## config.mk

```make
export PLATFORM = sky130hd
export DESIGN_NAME = rgb565_frame_sequencer
export DESIGN_NICKNAME = d
export VERILOG_FILES = /design/src/rtl/rgb565_frame_sequencer.sv
export SDC_FILE = /design/constraint.sdc
export NUM_CORES = 1
export LEC_CHECK = 0
export BUFFER_PORTS_ARGS = -buffer_cell sky130_fd_sc_hd__buf_2
export CAP_MARGIN = 10
export CORE_UTILIZATION = 34
export DETAILED_ROUTE_END_ITERATION = 16
export GPL_ROUTABILITY_DRIVEN = 0
export PLACE_DENSITY = 0.61
export SLEW_MARGIN = 15
export SYNTH_ARGS = -nofsm -noshare
export SYNTH_HDL_FRONTEND = slang
export SYNTH_SLANG_ARGS = --single-unit
```

## constraint.sdc

```tcl
create_clock -name pattern_generetor_clk -period 3.6 [get_ports pattern_generetor_clk]
set_input_delay 1.08 -clock pattern_generetor_clk [delete_from_list [all_inputs] [get_ports pattern_generetor_clk]]
set_output_delay 1.08 -clock pattern_generetor_clk [all_outputs]
set_load 0.02 [all_outputs]
```

## src/rtl/rgb565_frame_sequencer.sv

```systemverilog
// Run controller for the RGB565 pattern generator: arms, enables and sequences frames,
// with optional pattern auto-cycling, an inter-frame gap and a frame watchdog.
module rgb565_frame_sequencer #(
    parameter int unsigned GAP_CYCLES     = 16,
    parameter int unsigned FRAME_CNT_W    = 8,
    parameter int unsigned TIMEOUT_CYCLES = 2**22
) (
    input  logic                   pattern_generetor_clk,
    input  logic                   pattern_reset,
    input  logic                   start_i,
    input  logic                   stop_i,
    input  logic [FRAME_CNT_W-1:0] num_frames_i,
    input  logic [1:0]             pattern_mode_i,
    input  logic                   auto_cycle_i,
    input  logic [12:0]            h_res_i,
    input  logic [11:0]            v_res_i,
    input  logic                   sink_ready_i,
    input  logic                   gen_frame_rdy_i,
    output logic                   gen_reset_o,
    output logic                   gen_enable_o,
    output logic [1:0]             gen_selector_o,
    output logic [12:0]            gen_h_res_o,
    output logic [11:0]            gen_v_res_o,
    output logic                   busy_o,
    output logic                   done_o,
    output logic [FRAME_CNT_W-1:0] frames_done_o,
    output logic                   timeout_o
);

    localparam int unsigned WD_W  = $clog2(TIMEOUT_CYCLES + 1);
    localparam int unsigned GAP_W = (GAP_CYCLES > 1) ? $clog2(GAP_CYCLES) : 1;

    typedef enum logic [2:0] {IDLE, ARM, RUN, GAP, DONE} state_t;

    state_t                 state;
    logic [FRAME_CNT_W-1:0] num_frames;
    logic [FRAME_CNT_W-1:0] frames_inc;
    logic                   auto_cycle;
    logic [WD_W-1:0]        wdog;
    logic [WD_W-1:0]        wdog_inc;
    logic [GAP_W-1:0]       gap_cnt;

    assign frames_inc = (&frames_done_o) ? frames_done_o : frames_done_o + 1'b1;
    assign wdog_inc   = wdog + 1'b1;

    always_ff @(posedge pattern_generetor_clk or posedge pattern_reset) begin
        if (pattern_reset) begin
            state          <= IDLE;
            num_frames     <= '0;
            auto_cycle     <= 1'b0;
            wdog           <= '0;
            gap_cnt        <= '0;
            gen_reset_o    <= 1'b0;
            gen_enable_o   <= 1'b0;
            gen_selector_o <= '0;
            gen_h_res_o    <= '0;
            gen_v_res_o    <= '0;
            busy_o         <= 1'b0;
            done_o         <= 1'b0;
            frames_done_o  <= '0;
            timeout_o      <= 1'b0;
        end else begin
            gen_reset_o <= 1'b0;
            done_o      <= 1'b0;
            case (state)
                IDLE: begin
                    gen_enable_o <= 1'b0;
                    if (start_i && (h_res_i != '0) && (v_res_i != '0)) begin
                        num_frames     <= num_frames_i;
                        auto_cycle     <= auto_cycle_i;
                        gen_selector_o <= pattern_mode_i;
                        gen_h_res_o    <= h_res_i;
                        gen_v_res_o    <= v_res_i;
                        frames_done_o  <= '0;
                        timeout_o      <= 1'b0;
                        gen_reset_o    <= 1'b1;
                        busy_o         <= 1'b1;
                        state          <= ARM;
                    end
                end
                ARM: begin
                    gen_enable_o <= 1'b0;
                    wdog         <= '0;
                    if (stop_i) begin
                        busy_o <= 1'b0;
                        state  <= IDLE;
                    end else begin
                        state <= RUN;
                    end
                end
                RUN: begin
                    if (stop_i) begin
                        gen_enable_o <= 1'b0;
                        busy_o       <= 1'b0;
                        state        <= IDLE;
                    end else if (gen_frame_rdy_i) begin
                        gen_enable_o  <= 1'b0;
                        frames_done_o <= frames_inc;
                        if (auto_cycle)
                            gen_selector_o <= gen_selector_o + 2'd1;
                        if ((num_frames != '0) && (frames_inc == num_frames)) begin
                            state <= DONE;
                        end else begin
                            gap_cnt <= '0;
                            state   <= GAP;
                        end
                    end else if (gen_enable_o && (wdog_inc == WD_W'(TIMEOUT_CYCLES))) begin
                        timeout_o    <= 1'b1;
                        gen_enable_o <= 1'b0;
                        busy_o       <= 1'b0;
                        state        <= IDLE;
                    end else begin
                        gen_enable_o <= sink_ready_i;
                        if (gen_enable_o)
                            wdog <= wdog_inc;
                    end
                end
                GAP: begin
                    gen_enable_o <= 1'b0;
                    if (stop_i) begin
                        busy_o <= 1'b0;
                        state  <= IDLE;
                    end else if (gap_cnt == GAP_W'(GAP_CYCLES - 1)) begin
                        gen_reset_o <= 1'b1;
                        state       <= ARM;
                    end else begin
                        gap_cnt <= gap_cnt + 1'b1;
                    end
                end
                DONE: begin
                    // done_o is raised on leaving DONE so a stop in this cycle can still suppress it
                    gen_enable_o <= 1'b0;
                    done_o       <= ~stop_i;
                    busy_o       <= 1'b0;
                    state        <= IDLE;
                end
                default: begin
                    gen_enable_o <= 1'b0;
                    busy_o       <= 1'b0;
                    state        <= IDLE;
                end
            endcase
        end
    end

endmodule

```

-- Word-level counts from Yosys, hierarchy flattened
Index checks and enable logic that the tools add are counted.
- bits in registers: 79
- input bits: 42
- output and inout bits: 40
- logic and storage cells: 113
- add/sub/neg operators: 4
- equality and inequality tests: 23
- mux-type cells: 50
- bitwise gates (word level): 1
- reduce and logical (&&, ||, !) cells: 21
- operators with widths (kind ; number):
    23-bit two-way mux ; 4
    23-bit one-hot mux with 2 select lines ; 1
    8-bit two-way mux ; 4
    23-bit by 1-bit adder with 23-bit output, second input constant ; 1
    23-bit == test, second input constant ; 1
    2-bit != test, second input constant ; 11
    3-bit two-way mux ; 7
    4-bit two-way mux ; 5
    1-bit two-way mux ; 17
    8-bit one-hot mux with 2 select lines ; 1
    5-bit AND reduction ; 3
    13-bit nonzero test ; 1
    3-bit one-hot mux with 4 select lines ; 1
    12-bit nonzero test ; 1
    2-bit two-way mux ; 5
    3-bit != test, second input constant ; 3
    8-bit by 1-bit adder with 8-bit output, second input constant ; 1
    8-bit == test ; 1
    4-bit one-hot mux with 2 select lines ; 1
    4-bit AND reduction ; 2
    8-bit AND reduction ; 1
    8-bit nonzero test ; 1
    3-bit by 2-bit == test with 1-bit output, second input constant ; 2
    6-bit AND reduction ; 1
    other kinds (17) ; 23

-- Depth between registers and ports, before layout
- word-level depth: 8
- depth in mapped cells: 11

-- Least setup slack after synthesis
No wires, ideal clock.
- kind: register to register
- start point: register wdog[0]
- end point: register wdog[14]
- library setup time: 0.125 ns
- data arrival time: 2.953 ns
- required time: 3.475 ns
- slack: 0.522 ns
- stages on the path, launching flop included: 11
- period minus slack after synthesis: 3.078 ns
- path through: dfrtp_1 > ha_1 > buf_2 > nand4_1 > nor4_4 > and3_4 > xnor2_1 > or4b_4 > o31ai_4 > nand2_4 > mux2_4
- cells in the longest elaborated chain, start to end: 6
- elaborated cells on any way between the ends: 10
- classes of those cells: add/sub: 1; eq/ne: 2; mux: 5; reduce/logical: 2
- RTL lines (what ; RTL line ; text):
    start: declaration ; 39 ; logic [WD_W-1:0] wdog;
    start signal: assignment ; 115 ; wdog <= wdog_inc;
    23-bit by 1-bit adder with 23-bit output * ; 44 ; assign wdog_inc = wdog + 1'b1;
    parallel branches: the longest is 5 deep, another holds 23-bit == test ; -- ;
Mark *: on every way between the ends. The select of a mux whose other input is x is not followed.
A chain may end at the register's enable or synchronous reset.

-- Final worst setup path
- start point: register wdog[1]
- end point: register wdog[14]
The elaborated chain is that of the path after synthesis.

==> flow_summary.toml <==
[global_route]
grt_max_degree = 50
grt_pass1_vias = 3966
grt_overflow = 0
grt_pass1_wl_um = 19900
grt_usage_pct = 18.91
antenna_found_initial = 0

[timing]
relSlewSlack_pct = 39.46
fin_skew_ns = 0.005813
tns_ns = 0
hold_viol = 0
fmax_mhz = 318.1
setup_viol = 0
maxSlewViolCount = 0
min_period_over_period_pct = 87.31
grt_setup_unrepaired = "no"
timing.final.crit_period_ns = 3.143
worstMarginPinSlew_ns = 0.9070

[power_and_ir_drop]
ir_worst_vdd_uv = 477.5
p_leak_nw = 2.582
power_density_nw_per_um2 = 607.8

[setup_path]
crit_slowest_cell = "or4b_4"
r2r-start = "wdog[1]"
timing.rr.end = "wdog[14]"
cp_data_arrival_time_ns = 3.37
rr_worst_depth = 10
path_max_fanout = 17
r2r_slack_ns = 0.46
worstSetupPathType = "register to register"
cp-end-kind = "register"
cp_cell_sequence = "ha_1 -> buf_4 -> nand2_1 -> or3_1 -> xor2_1 -> nand4_1 -> or4b_4 -> o31ai_4 -> nand2_4 -> mux2_4"
cp.required_ns = 3.83
crit_path_start_kind = "register"
cpPeakStageDelay_ns = 0.54

[synthesis]
yosys_most_used_dff = "dfrtp_1"
ys_seq_area_share_pct = 44.02
syn_avg_cell_area_um2 = 8.570
yosysUniqueCellTypes = 53
synth_edf_count = 0
async_reset_ff_share_pct = 100.0
syn_nets = 570
yosysWarnings = 0
synth_seq_cells = 79
netlist_area_um2 = 4491
synth_cells = 524

[layout]
diodes = 0
final_area_um2 = 5363
drive_gt1_share_pct = 21.98
layout.area.seq_um2 = 1977
multi_input_area_um2 = 2360
final_cell_mix = "nand2_1 (130), buf_2 (81), dfrtp_1 (79)"
fillCellCount = 1280
final_common_cell = "nand2_1"
area_delta_synth_final_pct = 19.42
nets = 647

[drt]
vias_per_cell = 5.306
ant_nets = 0
drtPass1Iterations = 5
drt-initial-drc-count = 215
drt_drc_violations_left = 0
totalWireLength_um = 11900
num_vias = 4123
drt-wirelength-per-cell_um = 15.32

[cts]
cts_buffers = 9
clkTransAtPathRegs_ns = 0.06
cts_tree = "yes"
cts_buffer_depth = 2
insertion_delay_ns = 0.34
cts_setup_buffers = 0
cts.repair.resized = 0
root_buffer = "clkbuf_16"
cts.hold.buffers_added = 0
cts_sinks = 79
ctsHtreeMaxLevel = 3

[place]
dp.final_hpwl_um = 8518
place_area_um2 = 5099
port_buffers = 81

[outcome]
outcome = "finished, final reports clean"

[min_path]
holdPathEnd = "gen_h_res_o[3]"
hp-class = "register to register"
min_from = "gen_h_res_o[3]"
hold_depth = 2

[run]
drv_cap = 0

[die]
rows = 41
start_util_pct = 35.16
dieArea_um2 = 13670
pin_count = 82
die_h_um = 116.9
core_area_um2 = 12770
fp.dieW_um = 116.9
kinds of logic (layout without fill, tap and decap cells):
family / count (synthesis) / count (layout) / synth area share (%)
and+or+nand+nor: 279 / 279 / 30.48
AOI/OAI and AO/OA: 91 / 91 / 13.71
xor gates and xnor gates: 22 / 22 / 4.291
adders and majority gates: 4 / 4 / 1.115
DFF: 79 / 79 / 44.02
buffers and inverters: 37 / 118 / 3.594
muxes: 12 / 12 / 2.786
power breakdown:
part	total (mW)	switching [mW]	internal, mW	leakage [nW]
clock network	0.836	0.376	0.460	0.127
logic	1.12	0.750	0.366	1.42
registers	1.31	0.186	1.12	1.04
total	3.26	1.31	1.95	2.58
critical path, delay by kind of cell, from the launching register on:
| kind | cells | cell delay (ns) |
|---|---|---|
| AOI/OAI and AO/OA | 1 | 0.29 |
| DFF | 1 | 0.47 |
| adders and majority gates | 1 | 0.21 |
| muxes | 1 | 0.35 |
| xor gates and xnor gates | 1 | 0.19 |
| buffers and inverters | 1 | 0.16 |
| and+or+nand+nor | 5 | 1.34 |
worst max-delay path by stage:
stage / startpoint / slack [ns] / endpoint / depth (start not counted)
5_1_grt: wdog[0] / 0.27 / wdog[5] / 10
2_1_floorplan: pattern_reset / 0.50 / auto_cycle / 1
3_3_place_gp: wdog[0] / 0.56 / wdog[14] / 10
6_report: wdog[1] / 0.46 / wdog[14] / 10
3_5_place_dp: wdog[0] / 0.49 / wdog[14] / 10
4_1_cts: wdog[0] / 0.47 / wdog[14] / 10
state kept, by name (all words and copies together) (netlist names):
name	count
state	3
frames_done_o	8
gen_selector_o	2
gen_h_res_o	13
wdog	23
gap_cnt	4
gen_reset_o	1
busy_o	1
auto_cycle	1
timeout_o	1
num_frames	8
gen_v_res_o	12
gen_enable_o	1
done_o	1
routing by layer:
layer	routed length, µm	track usage, %	part of all wire [%]	up-vias
met1	5510	25.90	46	1940
met3	887	4.274	7.5	18
met5	0	0	0	-
li1	-	-	-	1996
met4	221	8.270	1.9	0
met2	5284	28.68	44	169
cell type report:
class,count,area share [%]
Sequential cell,79,36.86
Timing Repair Buffer,93,9.473
Tap cell,172,4.013
Clock inverter,6,0.7233
Clock buffer,9,4.200
Inverter,10,0.7233
Multi-Input combinational cell,408,44.00
through the flow:
step	setup WS [ns]	hold slack [ns]	util, %	instances	total power [mW]
after floorplan	0.4966	0.4460	-	524	2.045
after CTS	0.4702	0.4819	41.98	777	3.291
final	0.4568	0.4737	41.98	777	3.260
after global routing	0.2692	0.4945	41.98	777	3.474
after detailed placement	0.4851	0.4618	39.92	762	2.439
after global placement	0.5650	0.4541	39.92	762	2.405
cells in the mapped netlist, types with 4 or more instances:
cell type | n | area [µm²]
a21oi_1 | 28 | 140.1
a31oi_1 | 21 | 131.4
and2_1 | 8 | 50.05
and3_1 | 15 | 93.84
buf_2 | 6 | 30.03
clkbuf_1 | 18 | 67.56
dfrtp_1 | 79 | 1977
ha_1 | 4 | 50.05
inv_1 | 10 | 37.54
mux2i_1 | 11 | 110.1
nand2_1 | 130 | 488.0
nand2b_1 | 4 | 25.02
nand3_1 | 24 | 120.1
nand3_2 | 4 | 40.04
nand4_1 | 10 | 62.56
nor2_1 | 32 | 120.1
nor3_1 | 23 | 115.1
nor4_1 | 7 | 43.79
o21ai_0 | 12 | 60.06
o22ai_1 | 4 | 25.02
or3_1 | 4 | 25.02
xnor2_1 | 11 | 96.34
xor2_1 | 11 | 96.34
(Power assumes the default switching activity.)
